$ cat config.mk
export PLATFORM = sky130hd
export DESIGN_NAME = cpu_halt_ctrl
export DESIGN_NICKNAME = d
export VERILOG_FILES = /design/src/rtl/cpu_halt_ctrl.sv
export SDC_FILE = /design/constraint.sdc
export NUM_CORES = 1
export LEC_CHECK = 0
export ABC_AREA = 1
export BUFFER_PORTS_ARGS = -buffer_cell sky130_fd_sc_hd__buf_2
export CORE_ASPECT_RATIO = 1.75
export CORE_UTILIZATION = 57
export DETAILED_ROUTE_END_ITERATION = 8
export PLACE_DENSITY = 0.9
export SYNTH_ARGS = -nofsm -noshare
export SYNTH_HDL_FRONTEND = slang
export SYNTH_SLANG_ARGS = --single-unit
export TNS_END_PERCENT = 5
$ cat constraint.sdc
create_clock -name clk -period 2.88 [get_ports clk]
set_input_delay 0.864 -clock clk [delete_from_list [all_inputs] [get_ports clk]]
set_output_delay 0.864 -clock clk [all_outputs]
set_load 0.02 [all_outputs]
$ cat src/rtl/cpu_halt_ctrl.sv
// CPU halt/run handshake controller: the RUN/HALT_REQ/HALTED/RUN_REQ FSM gates the core clock; outputs are registered.
// Optional handshake timeout under `CPU_HALT_CTRL_HS_TIMEOUT_EN; its hs_timeout pulse is registered with the resulting state update.
module cpu_halt_ctrl #(
    parameter int unsigned HS_TIMEOUT = 255
) (
    input  logic        clk,
    input  logic        cptra_rst,
    input  logic        sleep_req,
    input  logic [63:0] generic_input_wires,
    input  logic        wake_irq,
    input  logic        cptra_error_fatal,
    input  logic        cptra_in_debug_scan_mode,
    output logic        halt_req,
    input  logic        halt_ack,
    output logic        run_req,
    input  logic        run_ack,
    output logic        cpu_halt_status,
    output logic        hs_timeout
);

    typedef enum logic [1:0] {
        S_RUN      = 2'd0,
        S_HALT_REQ = 2'd1,
        S_HALTED   = 2'd2,
        S_RUN_REQ  = 2'd3
    } state_t;

    if (HS_TIMEOUT < 1 || HS_TIMEOUT > 65535) begin : g_bad_hs_timeout
        $error("cpu_halt_ctrl: HS_TIMEOUT must be in 1..65535");
    end

    state_t      r_state;
    logic [63:0] r_gw_f;
    logic        r_wake_pend;
    logic        r_halt_req;
    logic        r_run_req;
    logic        r_halted;

    state_t      w_nxt;
    logic        w_wire_change;
    logic        w_wake;
    logic        w_cnt_hit;
    logic        w_to_fire;

    assign w_wire_change = (generic_input_wires != r_gw_f);
    assign w_wake        = w_wire_change | wake_irq | cptra_error_fatal
                         | cptra_in_debug_scan_mode | r_wake_pend;

    // A same-cycle ack always beats the timeout.
    assign w_to_fire = w_cnt_hit &&
                       (((r_state == S_HALT_REQ) && !halt_ack) ||
                        ((r_state == S_RUN_REQ)  && !run_ack));

    always_comb begin
        w_nxt = r_state;
        case (r_state)
            S_RUN:      if (sleep_req && !w_wake) w_nxt = S_HALT_REQ;
            S_HALT_REQ: begin
                if (halt_ack)       w_nxt = S_HALTED;
                else if (w_to_fire) w_nxt = S_RUN;
            end
            S_HALTED:   if (w_wake) w_nxt = S_RUN_REQ;
            S_RUN_REQ:  if (run_ack) w_nxt = S_RUN;
            default:    w_nxt = S_RUN;
        endcase
    end

    always_ff @(posedge clk) begin
        if (cptra_rst) begin
            r_state     <= S_RUN;
            r_gw_f      <= '0;
            r_wake_pend <= 1'b0;
            r_halt_req  <= 1'b0;
            r_run_req   <= 1'b0;
            r_halted    <= 1'b0;
        end else begin
            r_state <= w_nxt;
            r_gw_f  <= generic_input_wires;
            // Remembers wire activity seen while the core was being parked.
            if ((w_nxt == S_RUN) || (w_nxt == S_RUN_REQ))
                r_wake_pend <= 1'b0;
            else if (w_wire_change && ((r_state == S_HALT_REQ) || (r_state == S_HALTED)))
                r_wake_pend <= 1'b1;
            r_halt_req <= (w_nxt == S_HALT_REQ);
            r_run_req  <= (w_nxt == S_RUN_REQ);
            r_halted   <= (w_nxt == S_HALTED);
        end
    end

    assign halt_req        = r_halt_req;
    assign run_req         = r_run_req;
    assign cpu_halt_status = r_halted;

`ifdef CPU_HALT_CTRL_HS_TIMEOUT_EN
    logic [15:0] r_cnt;
    logic        r_to_fired;
    logic        r_hs_timeout;
    logic        w_entry;

    assign w_entry   = (w_nxt != r_state) && ((w_nxt == S_HALT_REQ) || (w_nxt == S_RUN_REQ));
    assign w_cnt_hit = (r_cnt == 16'(HS_TIMEOUT)) && !r_to_fired;

    always_ff @(posedge clk) begin
        if (cptra_rst) begin
            r_cnt        <= '0;
            r_to_fired   <= 1'b0;
            r_hs_timeout <= 1'b0;
        end else begin
            r_hs_timeout <= w_to_fire;
            if (w_entry) begin
                r_cnt      <= '0;
                r_to_fired <= 1'b0;
            end else if (r_halt_req || r_run_req) begin
                if (r_cnt != 16'hFFFF) r_cnt <= r_cnt + 16'd1;
                if (w_to_fire)         r_to_fired <= 1'b1;
            end
        end
    end

    assign hs_timeout = r_hs_timeout;
`else
    assign w_cnt_hit  = 1'b0;
    assign hs_timeout = 1'b0;
`endif

endmodule
==> qor.csv, run 1 <==
metric,value,unit
status,"finished, final reports clean",
Reg power frac,47.2,%
Placed Instances,622,
Critical Path RT,3.14,ns
"Hold-fix buffers, CTS",0,
Syn Area/Cell,6.62,µm²
share of the synthesized area in the top cell type,43.9,%
critical path arrival,2.61,ns
final period utilization,81.6,%
Switching Share,31.2,%
unique cell type count in the Yosys netlist,18,
Power Total,2350,µW
synthesized net count,561,
number of cells on the worst hold path,2,
FF-to-FF End,r_wake_pend,
yosys warns,0,
Area Overhead vs Synth,19.2,%
detailed-route wire length,5870,µm
Antenna diodes,0,
Non-Filler Instances,638,
RSZ-0062 raised after global routing,false,
GRT Resource Usage Total,22.8,%
max-cap violations,0,
sum of negative setup slack,0,ns
CTS Buf Count,9,
net switching power,732,µW
worst skew pair latency,0.33,ns
die area,5910,µm²
nets@finish,638,
CTS tree,done,
Critical R2R Launch,r_gw_f[32],
initial DRC count,86,
CP startpoint kind,input pin,
Lkg Pwr,0.00221,µW
CTS resizes,0,
gpl congestion,0.801,
Worst Path Max Fanout,3,
largest area contributor in the netlist,dfxtp_1,
Max-slew headroom,59.9,%
synthesized flop and latch total,70,
via/cell ratio,4.41,
Chip Width,58.6,µm
CTS max path bufs,2,
DRC,0,
Worst VDD drop,0.322,mV
vias,2814,
row count,35,
Comb power frac,24.0,%
"Cell Area, Placed",3640,µm²
r2r worst-path depth,15,
slew at the pin with the worst max-slew slack,0.602,ns
Sequential cell area,1400,µm²
hold endpoint,r_wake_pend,
Final setup viols,0,
vias in the first global route,2727,
min Tclk post-route,2.35,ns
post-CTS setup buffer count,0,
Post-Syn Area,3190,µm²
power density over the cells,617,nW/µm²
Routed Antenna Nets,0,
core footprint,5340,µm²
Avg WL per Cell,9.20,µm
H-tree Lvls,3,
Multi-input gate area,1340,µm²
CTS Sinks,70,
Max Freq,425,MHz
P_int,1610,µW
clock root buffer,clkbuf_8,
largest net degree at the start of global routing,39,
starting density of the core,59.7,%
fillers,468,
Congestion Overflow GR,0,
worst reg-to-reg setup slack,0.82,ns
initial antenna violation count,0,
I/O Pins,76,
CP endpoint kind,flip-flop,
DPL Wire Length,4540,µm
TritonRoute pass-1 iters,4,
min-delay src,r_wake_pend,
Die H,101,µm
"Slew Viols, Final",0,
post-synthesis sequential area ratio,43.9,%
Post-Layout Inst Area,3800,µm²
PortBufs,74,
largest cells by area after synthesis,"dfxtp_1 (44%), nand2_1 (15%), nor2_1 (13%), inv_1 (13%), xor2_1 (8.0%)",
critical path class,in -> reg,
cells after synthesis,482,
first-pass GRT wire length,10100,µm
Hold Path Class,reg -> reg,
Final Hold Fails,0,
share of layout cells above drive strength 1,17.4,%
clk slew on worst S/H paths,0.07,ns
Clock Skews,0.00617,ns
Clock power frac,28.8,%
kinds of logic after synthesis:
group,after synthesis,share of synthesized area (%)
other,1,0.118
flip-flops,70,43.9
buffers and inverters,119,14.1
AO/OA/AOI/OAI,4,0.627
adder cells (fa/ha/maj),7,2.74
AND/OR/NAND/NOR,252,30.5
XOR/XNOR,29,7.96
synthesized netlist by cell type (all sizes together):
library cell and count:
a21oi 2, buf 1, clkbuf 8, conb 1, dfxtp 70, ha 7, inv 110, nand2 132
nand3 2, nand4 1, nor2 113, nor3 2, nor4 2, o21ai 2, xor2 29
metrics by stage:
step | hold WS (ns) | worst slack (ns) | utilization (%)
global placement | 0.543 | 0.264 | 68.1
global route | 0.588 | 0.424 | 71.2
finish | 0.582 | 0.529 | 71.2
floorplan | 0.483 | 0.650 | -
CTS | 0.576 | 0.535 | 71.2
detailed placement | 0.566 | 0.178 | 68.1
worst max path at each step:
stage | from | endpoint
after CTS | generic_input_wires[36] | r_wake_pend
after global placement | generic_input_wires[36] | r_wake_pend
final | generic_input_wires[36] | r_wake_pend
after detailed placement | generic_input_wires[36] | r_wake_pend
after floorplan | generic_input_wires[4] | r_wake_pend
after global routing | generic_input_wires[19] | r_wake_pend
critical path, cell delays in order:
cell	delay (ns)
buf_2	0.11
xor2_1	0.13
nor2_1	0.11
nand2_1	0.07
nor2_1	0.21
nand2_1	0.10
nor2_2	0.15
nand4_1	0.13
nand2_1	0.09
nand2_1	0.06
nand2_2	0.08
inv_1	0.06
ha_1	0.27
nor3_1	0.17
layer usage:
layer,routed length [µm],track usage (%)
met1,2270,19.8
met2,3270,44.5
met3,199,5.39
met4,121,13.7
met5,0,0
sequential cells by signal (all words and copies together), names as in the netlist:
signal,count
r_wake_pend,1
halt_req,1
run_req,1
r_gw_f,64
r_state,2
cpu_halt_status,1
power by group through the flow:
stage / Combinational [µW] / Sequential, µW / Clock [µW]
after floorplan: 376 / 1140 / 0
after global placement: 525 / 1120 / 0
final: 562 / 1110 / 677
after CTS: 561 / 1110 / 700
after detailed placement: 558 / 1130 / 0
after global routing: 636 / 1110 / 740
placed cells by master, fill, tap and decap left out:
master,synthesis,final
nand2_1,130,130
nor2_1,109,109
inv_1,107,107
buf_2,0,74
dfxtp_1,70,70
xor2_1,29,29
clkbuf_8,0,10
ha_1,7,7
nor2_2,4,4
inv_2,3,3
clkinv_2,0,3
nor4_1,2,2
o21ai_0,2,2
nor3_1,2,2
nand2_2,2,2
nand3_1,2,2
a21oi_1,2,2
clkbuf_1,8,2
nand4_1,1,1
conb_1,1,1
clkinvlp_4,0,1
buf_12,0,1
cell type report:
cell class	count	share of cell area (%)
Clock buffer	12	3.82
Multi-Input combinational cell	293	35.2
Inverter	110	10.9
Clock inverter	4	0.592
Tap cell	74	2.43
Timing Repair Buffer	75	10.3
Sequential cell	70	36.8
No activity file was read; power rests on OpenSTA's default activity.
==> inputs of run 2 (changes only) <==
--- a/config.mk
+++ b/config.mk
@@ -5,12 +5,12 @@
 export SDC_FILE = /design/constraint.sdc
 export NUM_CORES = 1
 export LEC_CHECK = 0
-export ABC_AREA = 1
+export ABC_AREA = 0
 export BUFFER_PORTS_ARGS = -buffer_cell sky130_fd_sc_hd__buf_2
 export CORE_ASPECT_RATIO = 1.75
-export CORE_UTILIZATION = 57
+export CORE_UTILIZATION = 46
 export DETAILED_ROUTE_END_ITERATION = 8
-export PLACE_DENSITY = 0.9
+export PLACE_DENSITY = 0.8
 export SYNTH_ARGS = -nofsm -noshare
 export SYNTH_HDL_FRONTEND = slang
 export SYNTH_SLANG_ARGS = --single-unit
==> constraint.sdc (replaced) <==
create_clock -name clk -period 1.9 [get_ports clk]
set_input_delay 0.57 -clock clk [delete_from_list [all_inputs] [get_ports clk]]
set_output_delay 0.57 -clock clk [all_outputs]
set_load 0.02 [all_outputs]
==> qor.csv, run 2 <==
metric,value,unit,change
sum of negative setup slack,-2.08,ns,-2.08 ns
CTS tree,done,,
"Top cell by count, worst path",nand4_1,,
Antenna diodes,0,,unchanged
metal2 WL,2740,µm,-16%
final period utilization,120,%,
Chip Width,60.7,µm,+3.7%
Non-Filler Instances,430,,-33%
top sig layer,met4,,
share of the synthesized area in the top cell type,50.5,%,+6.6 points
die area,6360,µm²,+7.5%
Post-Syn Area,2770,µm²,-13%
slew at the pin with the worst max-slew slack,0.550,ns,-0.0517 ns
gpl congestion,0.738,,-7.9%
worst reg-to-reg setup slack,-0.36,ns,-1.18 ns
CP startpoint kind,input pin,,
Final setup viols,6,,+6
critical path arrival,2.50,ns,-0.11 ns
TritonRoute pass-1 iters,4,,unchanged
Final WS setup,-0.384,ns,-0.913 ns
routed wl met3,211,µm,+6.0%
CTS Buf Count,9,,unchanged
unique cell type count in the Yosys netlist,24,,+6
initial DRC count,34,,-60%
yosys warns,0,,unchanged
Routed Antenna Nets,0,,unchanged
FF-to-FF End,run_req,,
Clock Skews,0.00519,ns,-0.000979 ns
status,finished with violations,,
CP max stage cell,or3_4,,
via/cell ratio,4.65,,+5.3%
H-tree Lvls,3,,unchanged
net switching power,694,µW,-5.2%
Critical Path Source,generic_input_wires[52],,
PortBufs,74,,unchanged
Placed Instances,411,,-34%
nets@finish,426,,-33%
min-delay src,generic_input_wires[46],,
multiplexer share of the synthesized area,0,%,unchanged
CTS max path bufs,2,,unchanged
power density over the cells,821,nW/µm²,+33%
largest cells by area after synthesis,"dfxtp_1 (51%), xnor2_1 (20%), nor2b_1 (16%), nand4_1 (3.8%), ha_1 (3.2%)",,
row count,37,,+5.7%
Max-slew headroom,62.9,%,+3.1 points
adder-cell area share of the yosys netlist,3.16,%,+0.41 points
detailed-route wire length,5220,µm,-11%
Max Freq,438,MHz,
Async SR Flop Fraction,0,%,unchanged
vias,1998,,-29%
Lkg Pwr,0.00152,µW,-32%
Clock power frac,36.6,%,+7.8 points
Reg power frac,51.8,%,+4.6 points
XOR/XNOR Fraction of Synth Area,20.2,%,+12 points
clock root buffer,clkbuf_8,,
Die H,105,µm,+3.7%
Area Overhead vs Synth,33.9,%,
Post-synth EDFFs,0,,unchanged
first-pass GRT wire length,8210,µm,-19%
"commonest non-fill, non-tap cell in the layout",nor2b_1,,
worst skew pair latency,0.34,ns,about the same
post-synthesis sequential area ratio,50.5,%,+6.6 points
Largest regs,"r_gw_f (64), r_state (2)",,
critical path class,in -> reg,,
"slowest stage delay, CP",0.42,ns,+0.15 ns
Hold Path Class,in -> reg,,
compound-cell area share of the yosys netlist,1.67,%,+1.0 points
Worst Setup EP,run_req,,
CP endpoint kind,flip-flop,,
DRC,0,,unchanged
max FFs per register,64,,unchanged
initial antenna violation count,0,,unchanged
CP Cell Sequence,buf_6 -> xnor2_2 -> nand4_1 -> nor4_2 -> buf_4 -> nand4_1 -> or3_4 -> nor2b_4 -> ha_4 -> nor2b_2,,
core footprint,5830,µm²,+9.2%
Worst VDD drop,0.550,mV,+71%
Post-synth top flop,dfxtp_1,,
max-cap violations,0,,unchanged
Final Hold Fails,0,,unchanged
Syn Area/Cell,10.6,µm²,+61%
min Tclk post-route,2.28,ns,
met1 WL,2100,µm,-7.7%
post-synthesis simple-gate area fraction,22.6,%,-8.0 points
synthesized net count,340,,-39%
r2r worst-path depth,9,,-6
"Hold-fix buffers, CTS",0,,unchanged
vias in the first global route,2012,,-26%
P_int,2360,µW,+46%
CP top delay family,simple AND/OR/NAND/NOR gates,,
Critical R2R Launch,r_gw_f[52],,
largest area contributor in the netlist,dfxtp_1,,
"Slew Viols, Final",0,,unchanged
fillers,501,,+7.1%
clk slew on worst S/H paths,0.07,ns,about the same
"commonest non-fill, non-tap cells in the layout","nor2b_1 (67), buf_2 (66), dfxtp_1 (62)",,
starting density of the core,47.6,%,-12 points
Finished Core Util,63.7,%,-7.5 points
dpl ws,-0.870,ns,-1.05 ns
Worst path depth,10,,-4
Switching Share,22.7,%,-8.5 points
"count leader, synth",dfxtp_1,,
Avg WL per Cell,12.1,µm,+32%
Critical Path RT,2.12,ns,-1.02 ns
Post-synth top cells,"dfxtp_1 (70), nor2b_1 (69), xnor2_1 (64)",,
largest net degree at the start of global routing,21,,-46%
Buf/Inv on CP,2,,unchanged
synthesized flop and latch total,70,,unchanged
Congestion Overflow GR,0,,unchanged
failing checks,setup timing,,
share of layout cells above drive strength 1,37.8,%,+20 points
Top reg by flops,r_gw_f,,
cells after synthesis,261,,-46%
Worst Path Max Fanout,3,,unchanged
CTS Sinks,70,,unchanged
Hold Slack,0.448,ns,-0.134 ns
DPL Wire Length,3810,µm,-16%
GRT Resource Usage Total,17.9,%,-4.8 points
largest family of logic cells by synthesized area,simple AND/OR/NAND/NOR gates,,
I/O Pins,76,,unchanged
Comb power frac,11.7,%,-12 points
RSZ-0062 raised after global routing,true,,
run 2: changes by cell type after synthesis, sizes merged, moves of 2 or more:
| cell | delta |
|---|---|
| nand4 | +16 |
| xor2 | -29 |
| nand2 | -130 |
| xnor2 | +64 |
| inv | -106 |
| nor2b | +69 |
| nor2 | -113 |
| nor4 | +2 |
run 2: kinds of logic after synthesis:
family                     Yosys count
AOI/OAI and AO/OA                    8
xor gates and xnor gates            64
adders and majority gates            7
buffers and inverters               12
DFF                                 70
other                                1
and+or+nand+nor                     99
run 2: repair_timing:
| action | in CTS | in global routing |
|---|---|---|
| gates resized for setup | 16 | 18 |
| setup buffers | 1 | 2 |
| pin swaps | 11 | 9 |
| setup endpoints to repair | 6 | 6 |
run 2: cell type report:
cell class	count	area, µm²	area share, %
multi-input cells	179	1520	41.0
inverters	4	15.0	0.404
well taps	78	97.6	2.63
clock inverters	5	50.0	1.35
clock buffers	11	131	3.54
flip-flops and latches	70	1410	38.0
repair buffers	83	488	13.1
run 2: power by group through the flow:
stage               combinational [µW]  clock, µW  sequential, µW
finish                             356       1120            1580
CTS                                349       1150            1580
floorplan                          207          0            1600
global placement                   327          0            1610
detailed placement                 335          0            1610
global route                       390       1200            1580
run 2: worst min-delay path by stage:
stage / slack, ns / end / cells past startpoint
2_1_floorplan: 0.49 / r_wake_pend / 2
3_3_place_gp: 0.55 / r_wake_pend / 2
3_5_place_dp: 0.55 / r_wake_pend / 2
4_1_cts: 0.43 / r_gw_f[46] / 2
5_1_grt: 0.44 / r_gw_f[27] / 2
6_report: 0.45 / r_gw_f[46] / 2
run 2: per-layer routing:
layer / up-vias / global-route usage, %
met5: - / 0
met2: 51 / 30.5
li1: 1013 / -
met3: 12 / 4.95
met1: 922 / 18.0
met4: 0 / 11.7
run 2: metrics by stage:
| stage | power [µW] | cell area [µm²] |
|---|---|---|
| after floorplan | 1810 | 2870 |
| after CTS | 3080 | 3610 |
| after global placement | 1930 | 3350 |
| final | 3050 | 3710 |
| after global routing | 3180 | 3710 |
| after detailed placement | 1940 | 3350 |
run 2: worst reg2reg max path, cell delays in order (launching register included):
cell     delay (ns)
dfxtp_2        0.33
xnor2_2        0.12
nand4_1        0.15
nor4_2         0.35
buf_4          0.16
nand4_1        0.14
or3_4          0.42
nor2b_4        0.16
ha_4           0.18
nor2b_2        0.14
